===== config.mk =====
export PLATFORM = sky130hd
export DESIGN_NAME = popcount_sched
export DESIGN_NICKNAME = d
export VERILOG_FILES = /design/src/rtl/popcount_sched_pkg.sv /design/src/rtl/popcount_core.sv /design/src/rtl/popcount_sched_rr_arbiter.sv /design/src/rtl/popcount_sched.sv
export SDC_FILE = /design/constraint.sdc
export NUM_CORES = 1
export LEC_CHECK = 0
export ABC_CLOCK_PERIOD_IN_PS = 8200
export CAP_MARGIN = 25
export CORE_ASPECT_RATIO = 0.75
export CORE_MARGIN = 2
export CORE_UTILIZATION = 30
export CTS_CLUSTER_DIAMETER = 50
export DETAILED_ROUTE_END_ITERATION = 16
export GPL_TIMING_DRIVEN = 0
export HOLD_SLACK_MARGIN = 0.06
export PLACE_DENSITY = 0.58
export SKIP_LAST_GASP = 1
export SLEW_MARGIN = 25
export SYNTH_ARGS = -nofsm -noshare
export SYNTH_HDL_FRONTEND = slang
export SYNTH_SLANG_ARGS = --single-unit

===== constraint.sdc =====
create_clock -name clk -period 8.2 [get_ports clk]
set_clock_uncertainty 0.15 [all_clocks]
set_input_delay 0.82 -clock clk [delete_from_list [all_inputs] [get_ports clk]]
set_output_delay 0.82 -clock clk [all_outputs]
set_load 0.02 [all_outputs]

===== src/rtl/popcount_sched_pkg.sv =====
// Shared bitboard constants and the popcount-core latency used by popcount_sched.
// Also holds the word-count correction applied to the core's 6-bit result.
package popcount_sched_pkg;

  localparam int unsigned BB_W        = 64;
  localparam int unsigned PC_CORE_LAT = 5;
  localparam int unsigned PC_W        = 6;
  localparam logic [BB_W-1:0] BB_FULL = 64'hFFFF_FFFF_FFFF_FFFF;

  // The core wraps 64 to 0; a full board is flagged at issue and restored here.
  function automatic logic [6:0] word_count(input logic full, input logic [PC_W-1:0] core);
    return full ? 7'd64 : {1'b0, core};
  endfunction

endpackage


===== src/rtl/popcount_core.sv =====
// Shared popcount core: fixed-latency pipeline, no valid, no reset, 6-bit wrapping count.
module popcount_core #(
  parameter int unsigned LAT = 5
) (
  input  logic        clk,
  input  logic [63:0] data_i,
  output logic [5:0]  count_o
);

  logic [5:0] cnt;
  logic [5:0] pipe_q [LAT];

  always_comb begin
    cnt = '0;
    for (int unsigned i = 0; i < 64; i++) cnt = cnt + 6'(data_i[i]);
  end

  always_ff @(posedge clk) begin
    pipe_q[0] <= cnt;
    for (int unsigned i = 1; i < LAT; i++) pipe_q[i] <= pipe_q[i-1];
  end

  assign count_o = pipe_q[LAT-1];

endmodule


===== src/rtl/popcount_sched_rr_arbiter.sv =====
// Round-robin arbiter: one-hot grant searched from a pointer that moves past each winner.
module rr_arbiter #(
  parameter int unsigned N = 4
) (
  input  logic         clk,
  input  logic         rst_n,
  input  logic [N-1:0] req_i,
  output logic [N-1:0] grant_o
);

  localparam int unsigned PW = (N > 1) ? $clog2(N) : 1;

  logic [PW-1:0] ptr_q, ptr_d, idx;
  logic          found;

  always_comb begin
    grant_o = '0;
    ptr_d   = ptr_q;
    found   = 1'b0;
    idx     = '0;
    for (int unsigned k = 0; k < N; k++) begin
      idx = PW'((32'(ptr_q) + k) % N);
      if (!found && req_i[idx]) begin
        found        = 1'b1;
        grant_o[idx] = 1'b1;
        ptr_d        = PW'((32'(idx) + 1) % N);
      end
    end
  end

  always_ff @(posedge clk or negedge rst_n) begin
    if (!rst_n) ptr_q <= '0;
    else        ptr_q <= ptr_d;
  end

endmodule


===== src/rtl/popcount_sched.sv =====
// Shares one popcount core among NREQ requesters; sums each job's words per requester
// and returns one saturating result per job on a shared response bus.
module popcount_sched
  import popcount_sched_pkg::*;
#(
  parameter int unsigned NREQ     = 4,
  parameter int unsigned CORE_LAT = PC_CORE_LAT,
  parameter int unsigned CW       = 11
) (
  input  logic                 clk,
  input  logic                 reset,
  input  logic [NREQ-1:0]      req_valid,
  input  logic [BB_W*NREQ-1:0] req_data,
  input  logic [NREQ-1:0]      req_last,
  output logic [NREQ-1:0]      req_ready,
  output logic [NREQ-1:0]      resp_valid,
  output logic [CW-1:0]        resp_count,
  output logic                 resp_sat,
  output logic                 busy
);

  localparam int unsigned TW = $clog2(NREQ);
  localparam int unsigned SW = CW + 1;

  logic [NREQ-1:0] grant;
  logic            fire, sel_last;
  logic [TW-1:0]   sel_tag;
  logic [BB_W-1:0] sel_data;

  rr_arbiter #(.N(NREQ)) u_arb (
    .clk    (clk),
    .rst_n  (reset),
    .req_i  (req_valid),
    .grant_o(grant)
  );

  assign req_ready = grant;
  assign fire      = |grant;

  always_comb begin
    sel_tag  = '0;
    sel_data = '0;
    sel_last = 1'b0;
    for (int unsigned i = 0; i < NREQ; i++) begin
      if (grant[i]) begin
        sel_tag  = TW'(i);
        sel_data = req_data[i*BB_W +: BB_W];
        sel_last = req_last[i];
      end
    end
  end

  logic            iss_v_q, iss_last_q, iss_full_q;
  logic [TW-1:0]   iss_tag_q;
  logic [BB_W-1:0] iss_data_q;

  always_ff @(posedge clk or negedge reset) begin
    if (!reset) begin
      iss_v_q    <= 1'b0;
      iss_tag_q  <= '0;
      iss_last_q <= 1'b0;
      iss_full_q <= 1'b0;
    end else begin
      iss_v_q <= fire;
      if (fire) begin
        iss_tag_q  <= sel_tag;
        iss_last_q <= sel_last;
        iss_full_q <= (sel_data == BB_FULL);
      end
    end
  end

  // Data path needs no reset: stale core output is masked by the shadow valids.
  always_ff @(posedge clk) begin
    if (fire) iss_data_q <= sel_data;
  end

  logic [PC_W-1:0] core_cnt;

  popcount_core #(.LAT(CORE_LAT)) u_core (
    .clk    (clk),
    .data_i (iss_data_q),
    .count_o(core_cnt)
  );

  logic [CORE_LAT-1:0] sh_v_q, sh_last_q, sh_full_q;
  logic [TW-1:0]       sh_tag_q [CORE_LAT];

  always_ff @(posedge clk or negedge reset) begin
    if (!reset) begin
      sh_v_q    <= '0;
      sh_last_q <= '0;
      sh_full_q <= '0;
      for (int unsigned i = 0; i < CORE_LAT; i++) sh_tag_q[i] <= '0;
    end else begin
      sh_v_q[0]    <= iss_v_q;
      sh_last_q[0] <= iss_last_q;
      sh_full_q[0] <= iss_full_q;
      sh_tag_q[0]  <= iss_tag_q;
      for (int unsigned i = 1; i < CORE_LAT; i++) begin
        sh_v_q[i]    <= sh_v_q[i-1];
        sh_last_q[i] <= sh_last_q[i-1];
        sh_full_q[i] <= sh_full_q[i-1];
        sh_tag_q[i]  <= sh_tag_q[i-1];
      end
    end
  end

  logic          al_v, al_last;
  logic [TW-1:0] al_tag;
  logic [6:0]    wc;
  logic [SW-1:0] sum;
  logic [CW-1:0] acc_new;
  logic          sat_new;

  logic [CW-1:0]   acc_q [NREQ];
  logic [NREQ-1:0] sat_q, open_q, resp_valid_q;
  logic [CW-1:0]   resp_count_q;
  logic            resp_sat_q;

  assign al_v    = sh_v_q[CORE_LAT-1];
  assign al_last = sh_last_q[CORE_LAT-1];
  assign al_tag  = sh_tag_q[CORE_LAT-1];

  always_comb begin
    wc      = word_count(sh_full_q[CORE_LAT-1], core_cnt);
    sum     = {1'b0, acc_q[al_tag]} + SW'(wc);
    acc_new = sum[CW] ? '1 : sum[CW-1:0];
    sat_new = sat_q[al_tag] | sum[CW];
  end

  always_ff @(posedge clk or negedge reset) begin
    if (!reset) begin
      for (int unsigned i = 0; i < NREQ; i++) acc_q[i] <= '0;
      sat_q        <= '0;
      open_q       <= '0;
      resp_valid_q <= '0;
      resp_count_q <= '0;
      resp_sat_q   <= 1'b0;
    end else begin
      resp_valid_q <= '0;
      if (al_v) begin
        if (al_last) begin
          resp_valid_q[al_tag] <= 1'b1;
          resp_count_q         <= acc_new;
          resp_sat_q           <= sat_new;
          acc_q[al_tag]        <= '0;
          sat_q[al_tag]        <= 1'b0;
          open_q[al_tag]       <= 1'b0;
        end else begin
          acc_q[al_tag]  <= acc_new;
          sat_q[al_tag]  <= sat_new;
          open_q[al_tag] <= 1'b1;
        end
      end
    end
  end

  assign resp_valid = resp_valid_q;
  assign resp_count = resp_count_q;
  assign resp_sat   = resp_sat_q;
  assign busy       = (|sh_v_q) | iss_v_q | (|open_q);

endmodule


==> run summary <==
Sequential area share after synthesis - 46.1%
Total global routing overflow - 0
Die area - 0.0379 mm^2
Largest net degree at the start of global routing - 67
Mapped Cells - 1064
Worst-Skew Late Latency - 0.45 ns
Status - finished, final reports clean
GRT Util Overall - 21.9%
Min Tclk post-route - 6.45 ns
Yosys reg bits - 194
H-tree depth - 4
First-pass GRT wire length - 60.5 mm
Row count - 60
Sink Count - 194
GPL Wtd Cong - 0.925
Max Transition Viols Final - 0
Die Y - 169 um
Setup violators final - 0
CP max stage delay - 0.71 ns
# port buffers - 286
Most common cell on crit path - clkbuf_1
Slowest-stage cell, CP - clkdlybuf4s50_1
Residual DRC - 0
Synth area leader - dfrtp_1
Total CTS buffers - 17
Nets - 1717
Relative slew slack - 41.2%
Root Driver - clkbuf_16
Top-area cell type share of the netlist area - 23.0%
Share of layout cells above drive strength 1 - 7.01%
WP data required - 7.23 ns
Yosys warnings - 0
Mean routed wirelength per cell - 22.3 um
Antenna viol nets, final - 0
FFs w/ async S/R, synth - 51.5%
Starting Density - 30.4%
Mapped Avg Cell Area - 10.2 um^2
Kind of critical path - reg -> out
Area grow syn2layout - 37.8%
Via count - 9523
Total routed wirelength - 41.4 mm
CP endpoint kind - output port
Post-cts resize count - 0
Fmax achieved - 0.155 GHz
Crit path max fanout - 10
Leading post-synthesis cells by cell area - dfrtp_1 23%, edfxtp_1 18%, fa_1 10%
CP Launch Type - flop
Post-synth EDFFs - 64
RSZ-0062 raised after global routing - no
Final HPWL DP - 34.0 mm
DRT iter0 DRCs - 832
Vias per cell - 5.13
Ys flop type - dfrtp_1
Hold-fix buffers, CTS - 0
Distinct cells, synth - 61
Worst path arrival time - 5.48 ns
TritonRoute pass-1 iters - 5
Maximum clock insertion buffer count - 2
Crit path cell chain - clkbuf_1, inv_1, ha_1, buf_2, mux4_2, nor4b_4, a22oi_1, inv_2, clkbuf_1, clkbuf_1, clkbuf_1, clkdlybuf4s50_1
Core area - 0.0358 mm^2
TritonCTS clock tree - yes
Max Cap Viol - 0
Initial antenna violation count - 6
Reg2Reg Depth - 19
Final Hold Viols - 0
DIE WIDTH - 224 um
Final worst path period share - 78.6%
Number of global-route vias before repair - 9805
Worst-Margin Slew - 0.881 ns
Post-Route Setup TNS - 0 ns
Register clock-pin slew on the reported worst setup and hold paths - 0.08 ns
Syn Nets - 1410
Post-CTS Repair Setup Buffers - 0
Cell Area, Synth - 0.0109 mm^2
Worst hold path type - in -> async
Io pins - 287
==> per-stage QoR <==
| stage | utilization (%) | setup slack [ns] | instance area [um^2] | cells | hold slack (ns) |
|---|---|---|---|---|---|
| after CTS | 41.9 | 1.76 | 15000 | 1849 | 0.0948 |
| after floorplan | - | 2.36 | 10900 | 1064 | 0.160 |
| final | 41.9 | 1.75 | 15000 | 1855 | 0.106 |
| after global placement | 40.0 | 1.39 | 14300 | 1815 | 0.162 |
| after detailed placement | 40.2 | 2.04 | 14400 | 1817 | 0.162 |
| after global routing | 41.9 | 1.49 | 15000 | 1853 | 0.112 |
==> worst paths after layout <==
check                                     start                    to  slack, ns
min reg2reg                u_core.pipe_q[0][10]  u_core.pipe_q[0][16]       0.18
max reg2reg                       iss_data_q[0]   u_core.pipe_q[0][5]       2.06
min in group clk           u_core.pipe_q[0][10]  u_core.pipe_q[0][16]       0.18
min                                       reset              resp_sat       0.11
max in group asynchronous                 reset              acc_q[0]       7.16
max                              u_arb.ptr_q[1]          req_ready[3]       1.75
==> synth_stat cells, types with 4 or more instances <==
library cell / count
buf_4: 4
nand2_1: 116
nand3_1: 47
nor2_1: 69
o21a_1: 6
fa_1: 55
xor2_1: 4
nand4_1: 53
inv_1: 107
a21oi_1: 36
buf_6: 5
o31ai_1: 4
nor4_1: 4
xnor2_1: 6
a31oi_1: 24
a41oi_1: 18
o21ai_0: 85
buf_1: 5
and4_1: 4
a221o_1: 4
dfxtp_1: 30
buf_2: 23
mux2_2: 6
and2_1: 4
and3_1: 18
nand2b_1: 8
a221oi_1: 18
mux2i_1: 4
clkbuf_1: 36
a21o_1: 6
mux4_2: 16
ha_1: 25
dfrtp_1: 100
edfxtp_1: 64
nor2b_1: 6
==> kinds of logic after synthesis <==
logic type	after synthesis	share of synthesized area, %
flip-flops	194	46.1
buffers and inverters	182	7.02
multiplexers	27	4.40
XOR/XNOR	10	0.804
AND/OR/NAND/NOR	341	15.1
adder cells (fa/ha/maj)	80	13.0
AO/OA/AOI/OAI	230	13.5
==> metal layers <==
| layer | part of all wire [%] | GRT usage [%] | wire (um) | up-vias |
|---|---|---|---|---|
| li1 | - | - | - | 4391 |
| met1 | 41 | 27.8 | 17100 | 4695 |
| met2 | 49 | 36.9 | 20100 | 383 |
| met3 | 7.2 | 5.12 | 2990 | 54 |
| met4 | 2.9 | 7.54 | 1200 | 0 |
| met5 | 0 | 0 | 0 | - |
==> sequential cells by signal, indices dropped and copies added (netlist names), named ones only <==
register and count:
acc_q 44, al_tag 2, iss_data_q 64, iss_full_q 1
iss_last_q 1, iss_tag_q 2, iss_v_q 1, resp_count 11
resp_sat 1, resp_valid 4, sat_q 4, sh_full_q 5
sh_last_q 5, sh_tag_q 8, sh_v_q 5, u_arb.ptr_q 2
u_core.pipe_q 30
==> worst max-delay path: cells and delay by family, from the launching register on <==
family | cells | cell delay (ns)
fa+ha+maj | 1 | 0.28
buf+inv | 8 | 3.09
mux | 1 | 0.58
flops | 1 | 0.41
compound gates | 1 | 0.25
simple gates | 1 | 0.40
==> cell usage in the layout, fill, tap and decap left out, types with 4 or more instances in the layout <==
| master | netlist | final |
|---|---|---|
| a221oi_1 | 18 | 18 |
| clkdlybuf4s50_1 | 0 | 285 |
| buf_6 | 5 | 6 |
| o21ai_0 | 85 | 85 |
| nand4_1 | 53 | 53 |
| xor2_1 | 4 | 4 |
| a221o_1 | 4 | 4 |
| ha_1 | 25 | 25 |
| diode_2 | 0 | 6 |
| o21a_1 | 6 | 6 |
| clkbuf_16 | 0 | 17 |
| buf_2 | 23 | 23 |
| and2_1 | 4 | 4 |
| o31ai_1 | 4 | 4 |
| and4_1 | 4 | 4 |
| a21oi_1 | 36 | 36 |
| buf_1 | 5 | 5 |
| buf_4 | 4 | 4 |
| dfxtp_1 | 30 | 30 |
| dfrtp_1 | 100 | 100 |
| nand3_1 | 47 | 47 |
| fa_1 | 55 | 55 |
| edfxtp_1 | 64 | 64 |
| mux2i_1 | 4 | 4 |
| nor2b_1 | 6 | 6 |
| nor4_1 | 4 | 4 |
| inv_1 | 107 | 107 |
| mux2_2 | 6 | 6 |
| xnor2_1 | 6 | 6 |
| a41oi_1 | 18 | 18 |
| inv_8 | 0 | 6 |
| and3_1 | 18 | 18 |
| clkbuf_1 | 36 | 36 |
| nand2_1 | 116 | 115 |
| nor2_1 | 69 | 69 |
| a21o_1 | 6 | 6 |
| nand2b_1 | 8 | 8 |
| a31oi_1 | 24 | 24 |
| mux4_2 | 16 | 16 |
==> layout make-up <==
| type | instances | area, um^2 |
|---|---|---|
| Multi-Input combinational cell | 688 | 5110 |
| Timing Repair Buffer | 288 | 2910 |
| Sequential cell | 194 | 5020 |
| Inverter | 109 | 409 |
| Tap cell | 465 | 582 |
| Clock buffer | 17 | 425 |
| Fill cell | 3480 | 20800 |
| Buffer | 73 | 355 |
| Antenna cell | 6 | 15.0 |
| Clock inverter | 15 | 173 |
Power is not shown: default switching activity piles up to over one toggle a cycle in this logic, so the estimate is an artifact.
